### config.mk
export PLATFORM = sky130hd
export DESIGN_NAME = aes_inv_mix_column_stage
export DESIGN_NICKNAME = d
export VERILOG_FILES = /design/src/rtl/aes_inv_mix_column_stage_pkg.sv /design/src/rtl/aes_inv_mix_column_stage_mult_da.sv /design/src/rtl/aes_inv_mix_column_stage.sv
export SDC_FILE = /design/constraint.sdc
export NUM_CORES = 1
export LEC_CHECK = 0
export CAP_MARGIN = 10
export CORE_ASPECT_RATIO = 0.5
export CORE_UTILIZATION = 46
export CTS_BUF_LIST = sky130_fd_sc_hd__clkbuf_8
export CTS_CLUSTER_SIZE = 40
export DETAILED_ROUTE_END_ITERATION = 8
export PLACE_DENSITY = 0.93
export SYNTH_ARGS = -nofsm -noshare
export SYNTH_HDL_FRONTEND = slang
export SYNTH_SLANG_ARGS = --single-unit
export TNS_END_PERCENT = 50
### constraint.sdc
create_clock -name inClk -period 4 [get_ports inClk]
set_clock_uncertainty 0.1 [all_clocks]
set_input_delay 0.8 -clock inClk [delete_from_list [all_inputs] [get_ports inClk]]
set_output_delay 0.8 -clock inClk [all_outputs]
set_load 0.03 [all_outputs]
### src/rtl/aes_inv_mix_column_stage_pkg.sv
// Shared widths and state encoding for the AES inverse AddRoundKey/InvMixColumns stage.
package aes_inv_mix_column_stage_pkg;

    localparam int BLOCK_W   = 128;
    localparam int COL_W     = 32;
    localparam int NUM_COLS  = 4;
    localparam int COL_CNT_W = 2;

    typedef enum logic [1:0] {
        IDLE = 2'd0,
        MIX  = 2'd1,
        DONE = 2'd2
    } state_e;

endpackage

### src/rtl/aes_inv_mix_column_stage_mult_da.sv
// InvMixColumns on one 32-bit column (row 0 in the MSB byte).
module AesMultDAFun
    import aes_inv_mix_column_stage_pkg::*;
(
    input  logic [COL_W-1:0] col_in,
    output logic [COL_W-1:0] col_out
);

    function automatic logic [7:0] xtime(input logic [7:0] b);
        return {b[6:0], 1'b0} ^ (b[7] ? 8'h1b : 8'h00);
    endfunction

    logic [7:0] a   [4];
    logic [7:0] m9  [4];
    logic [7:0] m11 [4];
    logic [7:0] m13 [4];
    logic [7:0] m14 [4];

    // Each byte's x9/x11/x13/x14 multiples, built from its x2/x4/x8 chain.
    always_comb begin
        for (int r = 0; r < 4; r++) begin
            logic [7:0] x2, x4, x8;
            a[r]   = col_in[COL_W-1-8*r -: 8];
            x2     = xtime(a[r]);
            x4     = xtime(x2);
            x8     = xtime(x4);
            m9[r]  = x8 ^ a[r];
            m11[r] = x8 ^ x2 ^ a[r];
            m13[r] = x8 ^ x4 ^ a[r];
            m14[r] = x8 ^ x4 ^ x2;
        end
    end

    assign col_out = {m14[0] ^ m11[1] ^ m13[2] ^ m9[3],
                      m9[0]  ^ m14[1] ^ m11[2] ^ m13[3],
                      m13[0] ^ m9[1]  ^ m14[2] ^ m11[3],
                      m11[0] ^ m13[1] ^ m9[2]  ^ m14[3]};

endmodule

### src/rtl/aes_inv_mix_column_stage.sv
// AddRoundKey + InvMixColumns stage with valid/ready handshake.
// Define AES_INV_MIXCOL_PARALLEL_EN to mix all four columns in a single cycle.
module aes_inv_mix_column_stage
    import aes_inv_mix_column_stage_pkg::*;
(
    input  logic               inClk,
    input  logic               inRstN,
    input  logic               inValid,
    output logic               inReady,
    input  logic [BLOCK_W-1:0] inData,
    input  logic [BLOCK_W-1:0] inKey,
    input  logic               inLast,
    output logic               outValid,
    input  logic               outReady,
    output logic [BLOCK_W-1:0] outData
);

    state_e             state_q, state_d;
    logic [BLOCK_W-1:0] data_q, data_d;
    logic [BLOCK_W-1:0] mixed_block;
    logic               load;

`ifdef AES_INV_MIXCOL_PARALLEL_EN
    for (genvar g = 0; g < NUM_COLS; g++) begin : g_col
        AesMultDAFun u_mult (
            .col_in  (data_q[BLOCK_W-1-COL_W*g -: COL_W]),
            .col_out (mixed_block[BLOCK_W-1-COL_W*g -: COL_W])
        );
    end
`else
    logic [COL_CNT_W-1:0] col_q, col_d;
    logic [COL_W-1:0]     col_in, col_out;

    always_comb begin
        col_in = '0;
        for (int c = 0; c < NUM_COLS; c++) begin
            if (col_q == c[COL_CNT_W-1:0]) col_in = data_q[BLOCK_W-1-COL_W*c -: COL_W];
        end
    end

    AesMultDAFun u_mult (
        .col_in  (col_in),
        .col_out (col_out)
    );

    // Only the column selected by col is replaced; the rest pass through.
    always_comb begin
        mixed_block = data_q;
        for (int c = 0; c < NUM_COLS; c++) begin
            if (col_q == c[COL_CNT_W-1:0]) mixed_block[BLOCK_W-1-COL_W*c -: COL_W] = col_out;
        end
    end

    always_comb begin
        col_d = col_q;
        if (load) col_d = '0;
        else if (state_q == MIX) col_d = col_q + 1'b1;
    end

    always_ff @(posedge inClk or negedge inRstN) begin
        if (!inRstN) col_q <= '0;
        else         col_q <= col_d;
    end
`endif

    // A new block can enter from IDLE, or from DONE in the same cycle the old one leaves.
    always_comb begin
        state_d = state_q;
        data_d  = data_q;
        inReady = (state_q == IDLE) || ((state_q == DONE) && outReady);
        load    = inValid && inReady;
        case (state_q)
            IDLE: ;
            MIX: begin
                data_d = mixed_block;
`ifdef AES_INV_MIXCOL_PARALLEL_EN
                state_d = DONE;
`else
                if (col_q == COL_CNT_W'(NUM_COLS - 1)) state_d = DONE;
`endif
            end
            DONE: if (outReady && !inValid) state_d = IDLE;
            default: state_d = IDLE;
        endcase
        if (load) begin
            data_d  = inData ^ inKey;
            state_d = inLast ? DONE : MIX;
        end
    end

    always_ff @(posedge inClk or negedge inRstN) begin
        if (!inRstN) begin
            state_q <= IDLE;
            data_q  <= '0;
        end else begin
            state_q <= state_d;
            data_q  <= data_d;
        end
    end

    assign outValid = (state_q == DONE);
    assign outData  = data_q;

endmodule

==> results of run 1 <==
-- final cells by class --
cell class / count / area, sq um / share of cell area (%)
Clock inverter: 12 / 143 / 0.959
Sequential cell: 132 / 3300 / 22.2
Timing Repair Buffer: 419 / 4210 / 28.3
Tap cell: 292 / 365 / 2.46
Clock buffer: 20 / 275 / 1.85
Inverter: 12 / 45.0 / 0.303
Antenna cell: 1 / 2.50 / 0.0168
Multi-Input combinational cell: 813 / 6530 / 43.9
-- repair_timing --
action	in CTS	in global routing
resized for setup	2	22
hold buffers	0	0
endpoints found under the setup margin	2	54
buffers inserted	0	1
pin swaps	0	1
gates cloned	0	0
-- stage by stage --
| stage | area [sq um] | hold WS [ns] | std cells | setup TNS (ns) | worst slack (ns) |
|---|---|---|---|---|---|
| 2_1_floorplan | 10000 | 0.395 | 1029 | 0 | 0.750 |
| 3_3_place_gp | 14300 | 0.415 | 1667 | 0 | 0.243 |
| 3_5_place_dp | 14300 | 0.439 | 1667 | 0 | 0.0413 |
| 4_1_cts | 14700 | 0.198 | 1699 | 0 | 0.00252 |
| 5_1_grt | 14900 | 0.212 | 1700 | -2.38 | -0.224 |
| 6_report | 14900 | 0.158 | 1701 | -0.268 | -0.0472 |
-- synth_stat cells, types with 5 or more instances --
library cell    n
o21ai_0        50
xnor3_1        14
xnor2_2        14
clkbuf_1       52
nor2_1         54
o22ai_1        47
xnor2_1       243
a21oi_1        58
a221o_1        11
xor2_1         50
buf_4           8
a31oi_1         7
nand3_1        32
nand2_1        56
buf_2           5
and2_1          5
a221oi_2        9
a22oi_1        50
nor2_2          8
inv_1          11
nor3_1          7
dfrtp_1       132
o221ai_1       28
a221oi_1       15
-- flip-flops by register name (all words and copies together), names as in the netlist --
signal and flops:
col_q 2, state_q 2, outData 128
-- cells by family after synthesis --
group,Yosys count
AND/OR/NAND/NOR,175
AO/OA/AOI/OAI,306
buffers and inverters,84
XOR/XNOR,328
flip-flops,132
adder cells (fa/ha/maj),4
-- routing by layer --
| layer | global-route usage, % | vias to the layer above | routed length (um) | share of wire, % |
|---|---|---|---|---|
| met5 | 2.53 | - | 0 | 0 |
| met4 | 19.2 | 0 | 3290 | 7.2 |
| met3 | 13.8 | 370 | 6970 | 15 |
| met2 | 57.9 | 1229 | 19500 | 43 |
| met1 | 48.1 | 5236 | 15700 | 35 |
| li1 | - | 4405 | - | - |
-- worst min path at each step --
stage	from	to	slack, ns	cells past startpoint
after floorplan	state_q[0]	state_q[1]	0.39	1
after global placement	outData[59]	outData[59]	0.41	2
after detailed placement	outData[91]	outData[91]	0.44	2
after CTS	inRstN	outData[83]	0.20	1
after global routing	inRstN	outData[19]	0.21	1
final	inRstN	outData[83]	0.16	1
==> metrics.cfg, run 1 <==
[yosys]
synth_cell_types=49
synth_compound_area_share_pct=22.1
synth.area.top_cells=dfrtp_1 (33%), xnor2_1 (21%), xor2_1 (4.4%)
synth_warnings=0
yosys.area_share.adder_pct=0.499
syn_nets=1294
synth_edf_count=0
synth_xor_area_share_pct=32.7
synth_top_family_by_area=XOR/XNOR gates
seq_area_frac_synth_pct=32.9
syn_inst=1029
synth-simple-area-share_pct=7.97
async_flop_share_pct=100
synth_top_area_share_pct=32.9
yosysTopAreaCell=dfrtp_1
synth.ff_latch_count=132
synth_mux_area_share_pct=0
syn-cell-area_sq_um=10000
synth_flop_cell=dfrtp_1
syn_area_per_cell_sq_um=9.74

[flow_run]
maxCapViolations=0

[layout]
fillers=1359
post-route-util_pct=70.9
drive_gt1_share_pct=10.4
final_nets=1660
layout_common_cells=clkdlybuf4s50_1 (389), xnor2_1 (230), dfrtp_1 (132), a21oi_1 (58)
layout_commonest_cell=clkdlybuf4s50_1
syn2layout_area_growth_pct=48.3

[clock_network]
cts.sinks=132
clk_latency_ns=0.49
cts.clk_slew.worst_paths_ns=0.10
clockBufferDepth=2
numCtsBuffers=17
cts_tree=yes
cts-root-buf=clkbuf_8
cts-htree-levels=4

[die]
die_area_sq_um=22400
die_h_um=106
initial_core_util_pct=47.8
core_area_sq_um=21000
fp.dieW_um=211
rows=37
ios=391

[run_status]
violations=setup timing
outcome=finished, violations left

[routing]
drc_errors=0
num_vias=11200
avgViaCountPerCell=6.61
wl_um=45500
ant_nets=0
firstDrtPassIters=9
wl_per_cell_um=26.7
drt_iter0_markers=2102

[placed_design]
portBuffers=390
gp_congestion=1.17
place_hpwl_um=31800

[worst_setup_path]
critPathTopFamily=XOR/XNOR gates
critPathMaxFanout=21
startpoint=col_q[0]
critPathBufInv=2
rrSetupSlack_ns=-0.05
slowest_stage=or3b_2
start_kind=flip-flop
path_class=flip-flop to flip-flop
endpoint_kind=flip-flop
r2r_cells=12
reg2reg_from=col_q[0]
arrival_ns=4.27
crit_chain=inv_1, ha_1, buf_4, or3b_2, o21ai_0, a21oi_1, xnor2_2, xor2_1, xnor2_1, xnor2_1, xor2_1, o21ai_0
worstReg2RegEnd=outData[45]
worst-path-stages=12
worstPathRequired_ns=4.22
slowest_delay_ns=0.53
endpoint=outData[45]

[sta]
max_slew_margin_pct=16.8
fmax_ghz=0.247
worst_slack_ns=-0.0472
fin_crit_ns=4.05
tightestPinTransition_ns=1.25
fin_crit_sh_pct=101
finalHoldViolCount=0
setup_violations=10
rsz0062_at_grt=yes
slew_violations=0

[min_path]
holdCritPathClass=primary input to asynchronous set/reset pin

[global_route]
grt_max_degree=102
antenna_found_initial=1
grt_pass1_wl_um=64300
gr-usage-all-layers_pct=38.3
grt_overflow_total=0
grt_pass1_vias=10700

Power of run 1 is not shown: default switching activity piles up to over one toggle a cycle in this logic, so the estimate is an artifact.
==> inputs of run 2 (changes only) <==
--- a/config.mk
+++ b/config.mk
@@ -5,6 +5,7 @@
 export SDC_FILE = /design/constraint.sdc
 export NUM_CORES = 1
 export LEC_CHECK = 0
+export ABC_CLOCK_PERIOD_IN_PS = 4000
 export CAP_MARGIN = 10
 export CORE_ASPECT_RATIO = 0.5
 export CORE_UTILIZATION = 46
==> results of run 2 <==
Same layout as run 1: the final DEF is identical, and so are final timing and power.
Power of run 2 is left out for the same reason.
